==> config.mk <==
export PLATFORM = sky130hd
export DESIGN_NAME = serial_addsub_flat
export DESIGN_NICKNAME = d
export VERILOG_FILES = /design/src/rtl/serial_addsub_pkg.sv /design/src/rtl/serial_addsub_if.sv /design/src/rtl/fulladdsub.sv /design/src/rtl/serial_addsub.sv /design/src/flat_wrapper.sv
export SDC_FILE = /design/constraint.sdc
export NUM_CORES = 1
export LEC_CHECK = 0
export ABC_AREA = 1
export ABC_CLOCK_PERIOD_IN_PS = 1300
export BUFFER_PORTS_ARGS = -buffer_cell sky130_fd_sc_hd__buf_2
export CAP_MARGIN = 20
export CORE_MARGIN = 4
export CORE_UTILIZATION = 50
export DETAILED_ROUTE_END_ITERATION = 8
export GPL_TIMING_DRIVEN = 0
export PLACE_DENSITY = 0.74
export SETUP_SLACK_MARGIN = 0.3
export SYNTH_ARGS = -nofsm -noshare
export SYNTH_HDL_FRONTEND = slang
export SYNTH_SLANG_ARGS = --single-unit
==> constraint.sdc <==
create_clock -name clk -period 1.3 [get_ports clk]
set_clock_uncertainty 0.05 [all_clocks]
set_input_delay 0.195 -clock clk [delete_from_list [all_inputs] [get_ports clk]]
set_output_delay 0.195 -clock clk [all_outputs]
set_load 0.01 [all_outputs]
==> src/rtl/serial_addsub_pkg.sv <==
// ============================================================================
// serial_addsub_pkg : shared types and constants for the bit-serial add/sub.
// Rev 1.0
// ============================================================================
`default_nettype none

package serial_addsub_pkg;

    typedef enum logic [1:0] {
        ST_IDLE   = 2'd0,
        ST_SHIFT  = 2'd1,
        ST_FINISH = 2'd2
    } state_t;

    localparam logic OP_ADD = 1'b0;
    localparam logic OP_SUB = 1'b1;

    function automatic int cnt_width(input int width);
        return (width > 1) ? $clog2(width) : 1;
    endfunction

endpackage

`default_nettype wire

==> src/rtl/serial_addsub_if.sv <==
// ============================================================================
// serial_addsub_if : request/result bundle (OV present with SERIAL_ADDSUB_OVF_EN).
// Rev 1.0
// ============================================================================
`default_nettype none

interface serial_addsub_if #(
    parameter int WIDTH = 8
);
    logic             start;
    logic [WIDTH-1:0] a;
    logic [WIDTH-1:0] b;
    logic             sel;
    logic             ci;
    logic             busy;
    logic             done;
    logic [WIDTH-1:0] y;
    logic             co;
`ifdef SERIAL_ADDSUB_OVF_EN
    logic             ov;

    modport master (output start, a, b, sel, ci, input busy, done, y, co, ov);
    modport slave  (input start, a, b, sel, ci, output busy, done, y, co, ov);
`else
    modport master (output start, a, b, sel, ci, input busy, done, y, co);
    modport slave  (input start, a, b, sel, ci, output busy, done, y, co);
`endif
endinterface

`default_nettype wire

==> src/rtl/fulladdsub.sv <==
// ============================================================================
// fulladdsub : 1-bit full adder / full subtractor (CO is carry or borrow).
// Rev 1.0
// ============================================================================
`default_nettype none

module fulladdsub
    import serial_addsub_pkg::*;
(
    input  wire logic A,
    input  wire logic B,
    input  wire logic SEL,
    input  wire logic CI,
    output logic      Y,
    output logic      CO
);
    logic w_a_eff;

    // Borrow of A-B-CI is the majority of (~A, B, CI); carry is majority of (A, B, CI).
    assign w_a_eff = A ^ (SEL == OP_SUB);
    assign Y       = A ^ B ^ CI;
    assign CO      = (w_a_eff & B) | (w_a_eff & CI) | (B & CI);

endmodule

`default_nettype wire

==> src/rtl/serial_addsub.sv <==
// ============================================================================
// serial_addsub : LSB-first bit-serial WIDTH-bit add/subtract sequencer.
// Optional signed-overflow output OV enabled by macro SERIAL_ADDSUB_OVF_EN.  Rev 1.0
// ============================================================================
`default_nettype none

module serial_addsub
    import serial_addsub_pkg::*;
#(
    parameter int WIDTH = 8
) (
    input  wire logic         clk,
    input  wire logic         rst,
    serial_addsub_if.slave    bus
);
    localparam int            CNT_W    = cnt_width(WIDTH);
    localparam logic [CNT_W-1:0] LAST_CNT = CNT_W'(WIDTH - 1);

    state_t             state_q,  state_d;
    logic [WIDTH-1:0]   a_sr_q,   a_sr_d;
    logic [WIDTH-1:0]   b_sr_q,   b_sr_d;
    logic [WIDTH-1:0]   res_sr_q, res_sr_d;
    logic [CNT_W-1:0]   cnt_q,    cnt_d;
    logic               sel_q,    sel_d;
    logic               carry_q,  carry_d;
    logic               busy_q,   busy_d;
    logic               done_q,   done_d;
    logic [WIDTH-1:0]   y_q,      y_d;
    logic               co_q,     co_d;
`ifdef SERIAL_ADDSUB_OVF_EN
    logic               msb_cin_q, msb_cin_d;
    logic               ov_q,      ov_d;
`endif

    logic w_cell_y;
    logic w_cell_co;

    fulladdsub u_cell (
        .A   (a_sr_q[0]),
        .B   (b_sr_q[0]),
        .SEL (sel_q),
        .CI  (carry_q),
        .Y   (w_cell_y),
        .CO  (w_cell_co)
    );

    always_comb begin
        state_d  = state_q;
        a_sr_d   = a_sr_q;
        b_sr_d   = b_sr_q;
        res_sr_d = res_sr_q;
        cnt_d    = cnt_q;
        sel_d    = sel_q;
        carry_d  = carry_q;
        busy_d   = busy_q;
        done_d   = 1'b0;
        y_d      = y_q;
        co_d     = co_q;
`ifdef SERIAL_ADDSUB_OVF_EN
        msb_cin_d = msb_cin_q;
        ov_d      = ov_q;
`endif
        case (state_q)
            ST_IDLE: begin
                if (bus.start) begin
                    a_sr_d  = bus.a;
                    b_sr_d  = bus.b;
                    sel_d   = bus.sel;
                    carry_d = bus.ci;
                    cnt_d   = '0;
                    busy_d  = 1'b1;
                    state_d = ST_SHIFT;
                end
            end
            ST_SHIFT: begin
                res_sr_d = {w_cell_y, res_sr_q[WIDTH-1:1]};
                carry_d  = w_cell_co;
                a_sr_d   = {1'b0, a_sr_q[WIDTH-1:1]};
                b_sr_d   = {1'b0, b_sr_q[WIDTH-1:1]};
                cnt_d    = cnt_q + CNT_W'(1);
                if (cnt_q == LAST_CNT) begin
`ifdef SERIAL_ADDSUB_OVF_EN
                    // Carry entering the MSB stage, kept for the overflow XOR.
                    msb_cin_d = carry_q;
`endif
                    state_d = ST_FINISH;
                end
            end
            ST_FINISH: begin
                y_d     = res_sr_q;
                co_d    = carry_q;
`ifdef SERIAL_ADDSUB_OVF_EN
                ov_d    = msb_cin_q ^ carry_q;
`endif
                done_d  = 1'b1;
                busy_d  = 1'b0;
                state_d = ST_IDLE;
            end
            default: begin
                state_d = ST_IDLE;
                busy_d  = 1'b0;
            end
        endcase
    end

    always_ff @(posedge clk or posedge rst) begin
        if (rst) begin
            state_q  <= ST_IDLE;
            a_sr_q   <= '0;
            b_sr_q   <= '0;
            res_sr_q <= '0;
            cnt_q    <= '0;
            sel_q    <= 1'b0;
            carry_q  <= 1'b0;
            busy_q   <= 1'b0;
            done_q   <= 1'b0;
            y_q      <= '0;
            co_q     <= 1'b0;
`ifdef SERIAL_ADDSUB_OVF_EN
            msb_cin_q <= 1'b0;
            ov_q      <= 1'b0;
`endif
        end else begin
            state_q  <= state_d;
            a_sr_q   <= a_sr_d;
            b_sr_q   <= b_sr_d;
            res_sr_q <= res_sr_d;
            cnt_q    <= cnt_d;
            sel_q    <= sel_d;
            carry_q  <= carry_d;
            busy_q   <= busy_d;
            done_q   <= done_d;
            y_q      <= y_d;
            co_q     <= co_d;
`ifdef SERIAL_ADDSUB_OVF_EN
            msb_cin_q <= msb_cin_d;
            ov_q      <= ov_d;
`endif
        end
    end

    assign bus.busy = busy_q;
    assign bus.done = done_q;
    assign bus.y    = y_q;
    assign bus.co   = co_q;
`ifdef SERIAL_ADDSUB_OVF_EN
    assign bus.ov   = ov_q;
`endif

endmodule

`default_nettype wire

==> src/flat_wrapper.sv <==
// flat-port wrapper written by rule: the top's interface ports become plain ports
module serial_addsub_flat import serial_addsub_pkg::*;
#(
    parameter int WIDTH = 8
)
  (clk, rst, bus_start, bus_a, bus_b, bus_sel, bus_ci, bus_busy, bus_done, bus_y, bus_co);
  serial_addsub_if #(.WIDTH(WIDTH)) bus_i ();
  input  wire logic clk;
  input  wire logic rst;
  input wire logic [$bits(bus_i.start)-1:0] bus_start;
  input wire logic [$bits(bus_i.a)-1:0] bus_a;
  input wire logic [$bits(bus_i.b)-1:0] bus_b;
  input wire logic [$bits(bus_i.sel)-1:0] bus_sel;
  input wire logic [$bits(bus_i.ci)-1:0] bus_ci;
  output wire logic [$bits(bus_i.busy)-1:0] bus_busy;
  output wire logic [$bits(bus_i.done)-1:0] bus_done;
  output wire logic [$bits(bus_i.y)-1:0] bus_y;
  output wire logic [$bits(bus_i.co)-1:0] bus_co;
  assign bus_i.start = bus_start;
  assign bus_i.a = bus_a;
  assign bus_i.b = bus_b;
  assign bus_i.sel = bus_sel;
  assign bus_i.ci = bus_ci;
  assign bus_busy = bus_i.busy;
  assign bus_done = bus_i.done;
  assign bus_y = bus_i.y;
  assign bus_co = bus_i.co;
  serial_addsub #(.WIDTH(WIDTH)) u_core (.clk(clk), .rst(rst), .bus(bus_i));
endmodule
==> run_results.csv, run 1 <==
group,metric,value,unit
status,outcome,"complete, no violations",
sta,setup_viol,0,
clocking,cts_tree,"done",
synthesis,ys_top_cells_by_count,"nand2_1 (61), dfrtp_1 (42), o21ai_1 (30)",
setup_path,cp-endpoint,"u_core.b_sr_q[4]$_DFFE_PP0P_",
sta,finalHoldViolations,0,
synthesis,synth-main-ff-cell,"dfrtp_1",
sta,drv_slew,0,
final_layout,fillers,276,
placement,io_buffer_count,31,
setup_path,cp_slowest_stage_delay,400,ps
setup_path,r2r_start,"u_core.state_q[1]$_DFFE_PP0P_",
global_route,gr-usage-met3,3.57,%
synthesis,syn_nets,235,
clocking,h-tree-depth,2,
sta,worstMarginPinSlew,866,ps
power_and_ir_drop,p_leak,1.21,nW
min_path,hold_class,"in -> async",
final_layout,area_growth,31.3,%
detailed_routing,vias,1487,
setup_path,crit_path_end_kind,"flip-flop",
setup_path,critical_path_buf_inv_count,2,
floorplan,coreArea,0.00344,sq mm
global_route,antenna_found_initial,0,
synthesis,yosysMostFrequentCell,"nand2_1",
synthesis,yosysWarningCount,0,
detailed_routing,drt_iter0_markers,80,
floorplan,die_area,0.00473,sq mm
synthesis,syn_area,0.00185,sq mm
setup_path,worstPathCellList,"inv_4 -> nand2_8 -> buf_16 -> o21ai_2 -> nand2_1 -> o21ai_1",
setup_path,cp_num_cells,6,
floorplan,rows,21,
setup_path,cp_max_fo,8,
setup_path,required,1460,ps
synthesis,synth_cells,212,
synthesis,synth-async-reset-ratio,100,%
detailed_routing,viasPerCell,4.81,
final_layout,final_util,70.4,%
final_layout,regArea,0.00105,sq mm
global_route,use_met1,21.9,%
floorplan,io_pins,32,
detailed_routing,wirelength,3670,microns
floorplan,die_y,68.8,microns
global_route,use_met2,28.8,%
detailed_routing,drc,0,
clocking,cts_root_buf,"clkbuf_8",
final_layout,multiInputGateArea,709,sq um
detailed_routing,drtAntennaViolNets,0,
sta,fin_tns_setup,0,ps
power_and_ir_drop,peakVddDrop,1.06,mV
global_route,top_usage_layer,"met2",
global_route,grt_pass1_wl,6000,microns
setup_path,arrival,1330,ps
synthesis,yosys-top-cells-area,"dfrtp_1 (57%), nand2_1 (12%), o21ai_1 (8.1%)",
clocking,clkTransAtPathRegs,70,ps
global_route,grt_overflow,0,
detailed_routing,drt_pass1_iterations,4,
sta,relSlewSlack,42.1,%
clocking,clk_path_buf_depth,2,
clocking,clkSinkCount,42,
final_layout,diodes,0,
setup_path,path_delay_family,"flip-flops",
setup_path,r2r_setup_slack,130,ps
placement,place_hpwl,2450,microns
power_and_ir_drop,powerDensity,2320,mW/mm^2
synthesis,syn_avg_cell_area,8.71,sq um
job,cap_viol_max_count,0,
detailed_routing,wire_per_inst,11.9,microns
setup_path,critPathLaunchType,"flip-flop",
synthesis,synth_area_leader_cell,"dfrtp_1",
synthesis,ys_types,17,
setup_path,r2r_cells,6,
synthesis,synth_seq_cells,42,
floorplan,initial_utilization,53.7,%
sta,timing.fmax,854,MHz
clocking,ctsHoldBuffers,0,
clocking,numCtsBuffers,5,
sta,rsz0062_at_grt,"true",
floorplan,die_w,68.8,microns
final_layout,drive_gt1_share,33.5,%
setup_path,slowest_stage,"dfrtp_1",
sta,holdWs,23.2,ps
synthesis,synth_edf_count,0,
synthesis,synth.top_cell.area_share,56.9,%
clocking,clkLatencyLatePin,290,ps
setup_path,startpoint,"u_core.state_q[1]$_DFFE_PP0P_",
placement,post_dp_cell_area,0.00210,sq mm
final_layout,final_area,0.00242,sq mm
sta,final.min_clock_period,1170,ps
global_route,first_global_vias,1377,
placement,gp_congestion,0.743,
global_route,grt_max_degree,43,
setup_path,critical_path_class,"reg -> reg",
sta,min_period_over_period,90.1,%
global_route,track_usage,17.3,%
synthesis,synth_seq_area_share,56.9,%
setup_path,reg2reg_to,"u_core.b_sr_q[4]$_DFFE_PP0P_",
final_layout,nNetsFinal,285,
## worst register-to-register path, delay by kind of cell (launching register included)
family                 cells  cell delay, ps
and+or+nand+nor            2             170
buffers and inverters      2             280
AOI/OAI and AO/OA          2             200
DFF                        1             400
## final cells by class
class	instances	share of cell area, %
buffer	9	4.08
clock buffer	7	3.56
clock inverter	1	0.206
inverter	30	5.52
multi-input combinational	131	29.3
sequential	42	43.4
tap	46	2.37
timing repair buffer	43	11.6
## kinds of logic (layout without fill, tap and decap cells)
group,Yosys count,in the layout,share of synthesized area [%]
and+or+nand+nor,78,78,17.6
AOI/OAI and AO/OA,51,51,13.8
DFF,42,42,56.9
buffers and inverters,39,90,10.3
adders and majority gates,2,2,1.35
## repair_timing
item / in CTS / in global routing
resized for setup: 19 / 18
gates cloned: 2 / 0
buffers inserted: 8 / 2
endpoints found under the setup margin: 52 / 52
pin swaps: 3 / 1
## layer usage
| layer | vias to the layer above | share of wire, % |
|---|---|---|
| met3 | 6 | 3.2 |
| met2 | 16 | 49 |
| li1 | 768 | - |
| met5 | - | 0 |
| met1 | 697 | 46 |
| met4 | 0 | 1.8 |
## how the worst min path moves through the flow
stage	start	end	slack (ps)	cells after the start
final	rst	u_core.bus.done$_DFF_PP0_	20	2
after global routing	rst	u_core.bus.done$_DFF_PP0_	90	2
after CTS	rst	u_core.a_sr_q[5]$_DFFE_PP0P_	50	2
after detailed placement	rst	u_core.b_sr_q[0]$_DFFE_PP0P_	360	2
after global placement	rst	u_core.bus.co$_DFFE_PP0P_	370	2
after floorplan	rst	u_core.a_sr_q[0]$_DFFE_PP0P_	140	1
## cell usage in the layout (no fill, tap or decap), drive strengths merged
cell / instances
nor2: 7
inv: 28
dfrtp: 42
buf: 52
nand2: 64
or2: 1
clkinv: 2
a21oi: 3
o21ai: 48
nand3: 6
clkbuf: 7
ha: 2
clkinvlp: 1
## registers in the layout, indices dropped and copies added (netlist names)
| name | count |
|---|---|
| u_core.bus.busy | 1 |
| u_core.a_sr_q | 8 |
| u_core.b_sr_q | 8 |
| u_core.state_q | 2 |
| u_core.sel_q | 1 |
| u_core.bus.y | 8 |
| u_core.cnt_q | 3 |
| u_core.carry_q | 1 |
| u_core.res_sr_q | 8 |
| u_core.bus.done | 1 |
| u_core.bus.co | 1 |
## per-stage QoR
step	setup WS, ps	std cells	total power [mW]
3_3_place_gp	157	289	4.22
2_1_floorplan	228	212	3.75
6_report	129	309	5.63
4_1_cts	157	307	5.47
5_1_grt	80.5	309	6.08
3_5_place_dp	145	289	4.29
## report_power, final
group	switching (mW)	internal [mW]
Combinational	1.48	1.17
Sequential	0.279	1.86
Clock	0.406	0.428
(Power assumes the default switching activity.)
==> run 2: changes to the inputs <==
MAX_ROUTING_LAYER = met4   (was unset)
==> run 2 against run 1 <==
Against the previous run: die area unchanged; final cell count is the same; sequential cell count unchanged; count of clock-buffer cells in the layout unchanged; critical endpoint unchanged; largest power group unchanged; highest routed layer unchanged.
==> run_results.csv, run 2 (synthesis results as in run 1) <==
group,metric,value,unit
status,outcome,"complete, no violations",
floorplan,die_area,0.00473,sq mm
power_and_ir_drop,powerDensity,2320,mW/mm^2
clocking,numCtsBuffers,5,
global_route,grt_overflow,0,
detailed_routing,drt_pass1_iterations,4,
min_path,hold_class,"in -> async",
final_layout,final_cell_mix,"nand2_1 (57), dfrtp_1 (41), o21ai_1 (34)",
clocking,cts_root_buf,"clkbuf_8",
placement,gp_congestion,0.753,
setup_path,startpoint,"u_core.state_q[1]$_DFFE_PP0P_",
placement,dp_slack,145,ps
power_and_ir_drop,peakVddDrop,1.06,mV
final_layout,diodes,0,
final_layout,fillers,276,
power_and_ir_drop,fin_total_pwr,5.62,mW
floorplan,coreArea,0.00344,sq mm
sta,final.min_clock_period,1170,ps
detailed_routing,viasPerCell,4.83,
global_route,antenna_found_initial,0,
setup_path,crit_path_end_kind,"flip-flop",
setup_path,slowest_stage,"dfrtp_1",
global_route,grt_pass1_wl,6000,microns
floorplan,die_w,68.8,microns
placement,io_buffer_count,31,
clocking,clkSinkCount,42,
placement,place_hpwl,2450,microns
clocking,ctsHoldBuffers,0,
detailed_routing,wire_per_inst,11.9,microns
detailed_routing,drt_iter0_markers,79,
sta,min_period_over_period,90.0,%
setup_path,critical_path_buf_inv_count,2,
setup_path,cp_max_fo,8,
detailed_routing,drtAntennaViolNets,0,
final_layout,drive_gt1_share,33.5,%
floorplan,io_pins,32,
final_layout,layout_commonest_cell,"nand2_1",
floorplan,initial_utilization,53.7,%
global_route,grt_max_degree,43,
setup_path,r2r_start,"u_core.state_q[1]$_DFFE_PP0P_",
detailed_routing,wirelength,3670,microns
sta,setup_viol,0,
sta,layout_setup_ws,130,ps
setup_path,cp_slowest_stage_delay,400,ps
setup_path,critical_path_class,"reg -> reg",
setup_path,arrival,1330,ps
clocking,cts_tree,"done",
clocking,clkTransAtPathRegs,70,ps
job,cap_viol_max_count,0,
sta,timing.fmax,855,MHz
sta,relSlewSlack,42.2,%
clocking,clkLatencyLatePin,290,ps
sta,worstMarginPinSlew,866,ps
clocking,h-tree-depth,2,
setup_path,r2r_cells,6,
sta,finalHoldViolations,0,
power_and_ir_drop,p_leak,1.21,nW
placement,post_dp_cell_area,0.00210,sq mm
setup_path,r2r_setup_slack,130,ps
setup_path,required,1460,ps
floorplan,die_y,68.8,microns
detailed_routing,vias,1491,
final_layout,final_area,0.00242,sq mm
global_route,first_global_vias,1376,
sta,drv_slew,0,
setup_path,critPathLaunchType,"flip-flop",
sta,fin_tns_setup,0,ps
final_layout,nNetsFinal,285,
floorplan,rows,21,
sta,rsz0062_at_grt,"true",
final_layout,area_growth,31.3,%
setup_path,path_delay_family,"flip-flops",
global_route,track_usage,17.8,%
setup_path,worstPathCellList,"inv_4 -> nand2_8 -> buf_16 -> o21ai_2 -> nand2_1 -> o21ai_1",
detailed_routing,drc,0,
clocking,clk_path_buf_depth,2,
setup_path,cp_num_cells,6,
## run 2: layout make-up
class / count / area [sq um] / share of cell area, %
sequential: 42 / 1050 / 43.4
multi-input combinational: 131 / 709 / 29.3
timing repair buffer: 43 / 282 / 11.6
inverter: 30 / 134 / 5.52
buffer: 9 / 98.8 / 4.08
clock buffer: 7 / 86.3 / 3.56
tap: 46 / 57.6 / 2.37
clock inverter: 1 / 5.00 / 0.206
## run 2: through the flow
stage          cells  utilization (%)  hold slack, ps
2_1_floorplan    212                -             137
3_3_place_gp     289             61.0             366
3_5_place_dp     289             61.0             360
4_1_cts          307             68.2            50.3
5_1_grt          309             70.4            89.3
6_report         309             70.4            23.0
## run 2: worst paths after layout
path,to
worst max-delay path,u_core.b_sr_q[4]$_DFFE_PP0P_
worst min-delay path,u_core.bus.done$_DFF_PP0_
worst max register to register,u_core.b_sr_q[4]$_DFFE_PP0P_
worst min register to register,u_core.res_sr_q[5]$_DFFE_PP0P_
max in group asynchronous,u_core.state_q[0]$_DFFE_PP0P_
min in group clk,u_core.b_sr_q[7]$_DFFE_PP0P_
## run 2: report_power, final
part | leakage, nW | internal (mW) | switching (mW)
combinational | 0.640 | 1.17 | 1.48
sequential | 0.527 | 1.86 | 0.279
clock | 0.0482 | 0.428 | 0.406
## run 2: worst register-to-register path: stages (launching register included)
cell,delay (ps)
dfrtp_1,400
inv_4,110
nand2_8,100
buf_16,170
o21ai_2,120
nand2_1,70
o21ai_1,80
## run 2: routing by layer
metal  vias to the layer above  routed length, microns  part of all wire (%)  track usage, %
met5                         -                       0                     0               -
met4                         0                      66                   1.8            7.30
met3                         6                     106                   2.9            3.40
met2                        16                    1800                    49            28.8
met1                       701                    1690                    46            22.0
li1                        768                       -                     -               -
## run 2: timing repair
action / CTS / global route
pin swaps: 3 / 1
gates resized for setup: 19 / 18
cloned: 2 / 0
setup endpoints to repair: 52 / 52
setup buffers: 8 / 2
==> run 3: changes to the inputs <==
ABC_CLOCK_PERIOD_IN_PS = 1200   (was 1300)
clock period = 1.2 ns   (was 1.3 ns; I/O delays follow)
==> run 3 against run 2 <==
Against the previous run: the run now ends with setup timing left; global-route usage increased by 1.4 points; die area unchanged; combinational power is 25% higher; first-iteration DRC count up 41%; sequential power increased by 9.8%; hold slack lost 19 ps; fmax fell by 4.1%; sequential share of layout area is 2.3 points lower; register-to-register slack lost 150 ps; sequential cell count stayed put; non-clock buffer count is 8 higher; power up 17%; critical endpoint unchanged.
==> run_results.csv, run 3 (synthesis results as in run 1) <==
group,metric,value,unit
status,outcome,"finished with violations",
status,violations,"setup timing",
setup_path,critPathLaunchType,"flip-flop",
final_layout,layout_commonest_cell,"nand2_1",
sta,min_period_over_period,102,%
sta,drv_slew,0,
detailed_routing,drtAntennaViolNets,0,
clocking,clkSinkCount,42,
sta,finalHoldViolations,0,
global_route,first_global_vias,1419,
power_and_ir_drop,p_leak,1.27,nW
detailed_routing,drc,0,
power_and_ir_drop,fin_total_pwr,6.57,mW
final_layout,diodes,0,
floorplan,io_pins,32,
sta,layout_setup_ws,-20.2,ps
setup_path,worst_path_most_repeated_cell,"nand2_8",
floorplan,rows,21,
placement,io_buffer_count,31,
placement,dp_slack,21.7,ps
detailed_routing,vias,1588,
global_route,track_usage,19.3,%
final_layout,final_cell_mix,"nand2_1 (53), dfrtp_1 (41), o21ai_1 (36)",
sta,timing.fmax,820,MHz
floorplan,die_area,0.00473,sq mm
clocking,clkTransAtPathRegs,80,ps
floorplan,die_y,68.8,microns
clocking,cts_tree,"done",
setup_path,critical_path_class,"reg -> reg",
power_and_ir_drop,peakVddDrop,1.45,mV
clocking,clkLatencyLatePin,300,ps
sta,setup_viol,3,
setup_path,worstPathCellList,"clkinv_4 -> nand2_8 -> nand2_8 -> buf_4 -> nand2_1 -> o21ai_0",
sta,rsz0062_at_grt,"true",
job,cap_viol_max_count,0,
floorplan,die_w,68.8,microns
power_and_ir_drop,powerDensity,2570,mW/mm^2
global_route,grt_overflow,0,
setup_path,required,1330,ps
setup_path,slowest_stage,"dfrtp_1",
final_layout,final_area,0.00256,sq mm
sta,worstMarginPinSlew,888,ps
clocking,h-tree-depth,2,
detailed_routing,wirelength,4430,microns
detailed_routing,wire_per_inst,13.9,microns
setup_path,cp_max_fo,7,
detailed_routing,drt_iter0_markers,111,
global_route,grt_max_degree,43,
min_path,hold_class,"in -> async",
final_layout,area_growth,38.6,%
detailed_routing,drt_pass1_iterations,4,
detailed_routing,viasPerCell,4.99,
placement,post_dp_cell_area,0.00210,sq mm
floorplan,coreArea,0.00344,sq mm
placement,place_hpwl,2510,microns
global_route,antenna_found_initial,0,
clocking,numCtsBuffers,5,
sta,relSlewSlack,40.7,%
setup_path,arrival,1350,ps
clocking,clk_path_buf_depth,2,
clocking,cts_root_buf,"clkbuf_8",
sta,final.min_clock_period,1220,ps
final_layout,drive_gt1_share,37.5,%
setup_path,cp_slowest_stage_delay,390,ps
setup_path,crit_path_end_kind,"flip-flop",
global_route,grt_pass1_wl,6400,microns
final_layout,nNetsFinal,294,
floorplan,initial_utilization,53.7,%
placement,gp_congestion,0.776,
## run 3: changes by cell type in the layout (fill, tap and decap cells not counted), sizes merged
cell and delta:
buf +7, clkbuf +1, clkinv +1, nand2 +1
inv -1
## run 3: timing repair
| action | CTS | global route |
|---|---|---|
| cloned | 2 | 2 |
| pin swaps | 2 | 8 |
| endpoints found under the hold margin | 0 | 0 |
| gates resized for setup | 17 | 32 |
| hold buffers | 0 | 0 |
| setup endpoints to repair | 52 | 52 |
| buffers inserted | 9 | 8 |
## run 3: per-layer routing
layer  wire (microns)  track usage (%)  up-vias
met5                0                -        -
met4               78             5.11        0
met3              212             5.83        9
met2             2250             29.4       39
met1             1880             25.1      753
li1                 -                -      787
## run 3: final timing paths
check                                              start                            end  slack (ps)  depth (start not counted)
setup / recovery           u_core.state_q[1]$_DFFE_PP0P_   u_core.b_sr_q[4]$_DFFE_PP0P_         -20                          6
hold / removal                                       rst   u_core.b_sr_q[2]$_DFFE_PP0P_           4                          2
setup reg to reg           u_core.state_q[1]$_DFFE_PP0P_   u_core.b_sr_q[4]$_DFFE_PP0P_         -20                          6
hold reg to reg              u_core.bus.y[3]$_DFFE_PP0P_    u_core.bus.y[3]$_DFFE_PP0P_         440                          2
max in group asynchronous                            rst  u_core.state_q[0]$_DFFE_PP0P_         570                          2
min in group clk                                bus_a[7]   u_core.a_sr_q[7]$_DFFE_PP0P_          90                          3
## run 3: where the power goes
part / internal [mW] / switching (mW) / leakage [nW]
registers: 2.02 / 0.336 / 0.527
logic: 1.49 / 1.80 / 0.698
clock network: 0.464 / 0.460 / 0.0482
total: 3.98 / 2.60 / 1.27
## run 3: layout make-up
class / instances / area [sq um]
Clock buffer: 7 / 86.3
Multi-Input combinational cell: 132 / 742
Tap cell: 46 / 57.6
Timing Repair Buffer: 51 / 360
Buffer: 9 / 120
Fill cell: 238 / 882
Inverter: 30 / 136
Sequential cell: 42 / 1050
Clock inverter: 1 / 5.00
## run 3: critical path: cells and delay by family (launching register included)
family          cells  cell delay [ps]
compound gates      1               90
buf+inv             2              280
flops               1              390
simple gates        3              300
## run 3: per-stage QoR
step	instances	hold slack [ps]	util [%]	setup TNS [ps]
after global routing	318	77.8	74.4	-1020
after detailed placement	289	348	61.1	0
after CTS	308	30.5	68.2	0
after global placement	289	350	61.1	0
final	318	3.65	74.4	-36.5
after floorplan	212	122	-	0
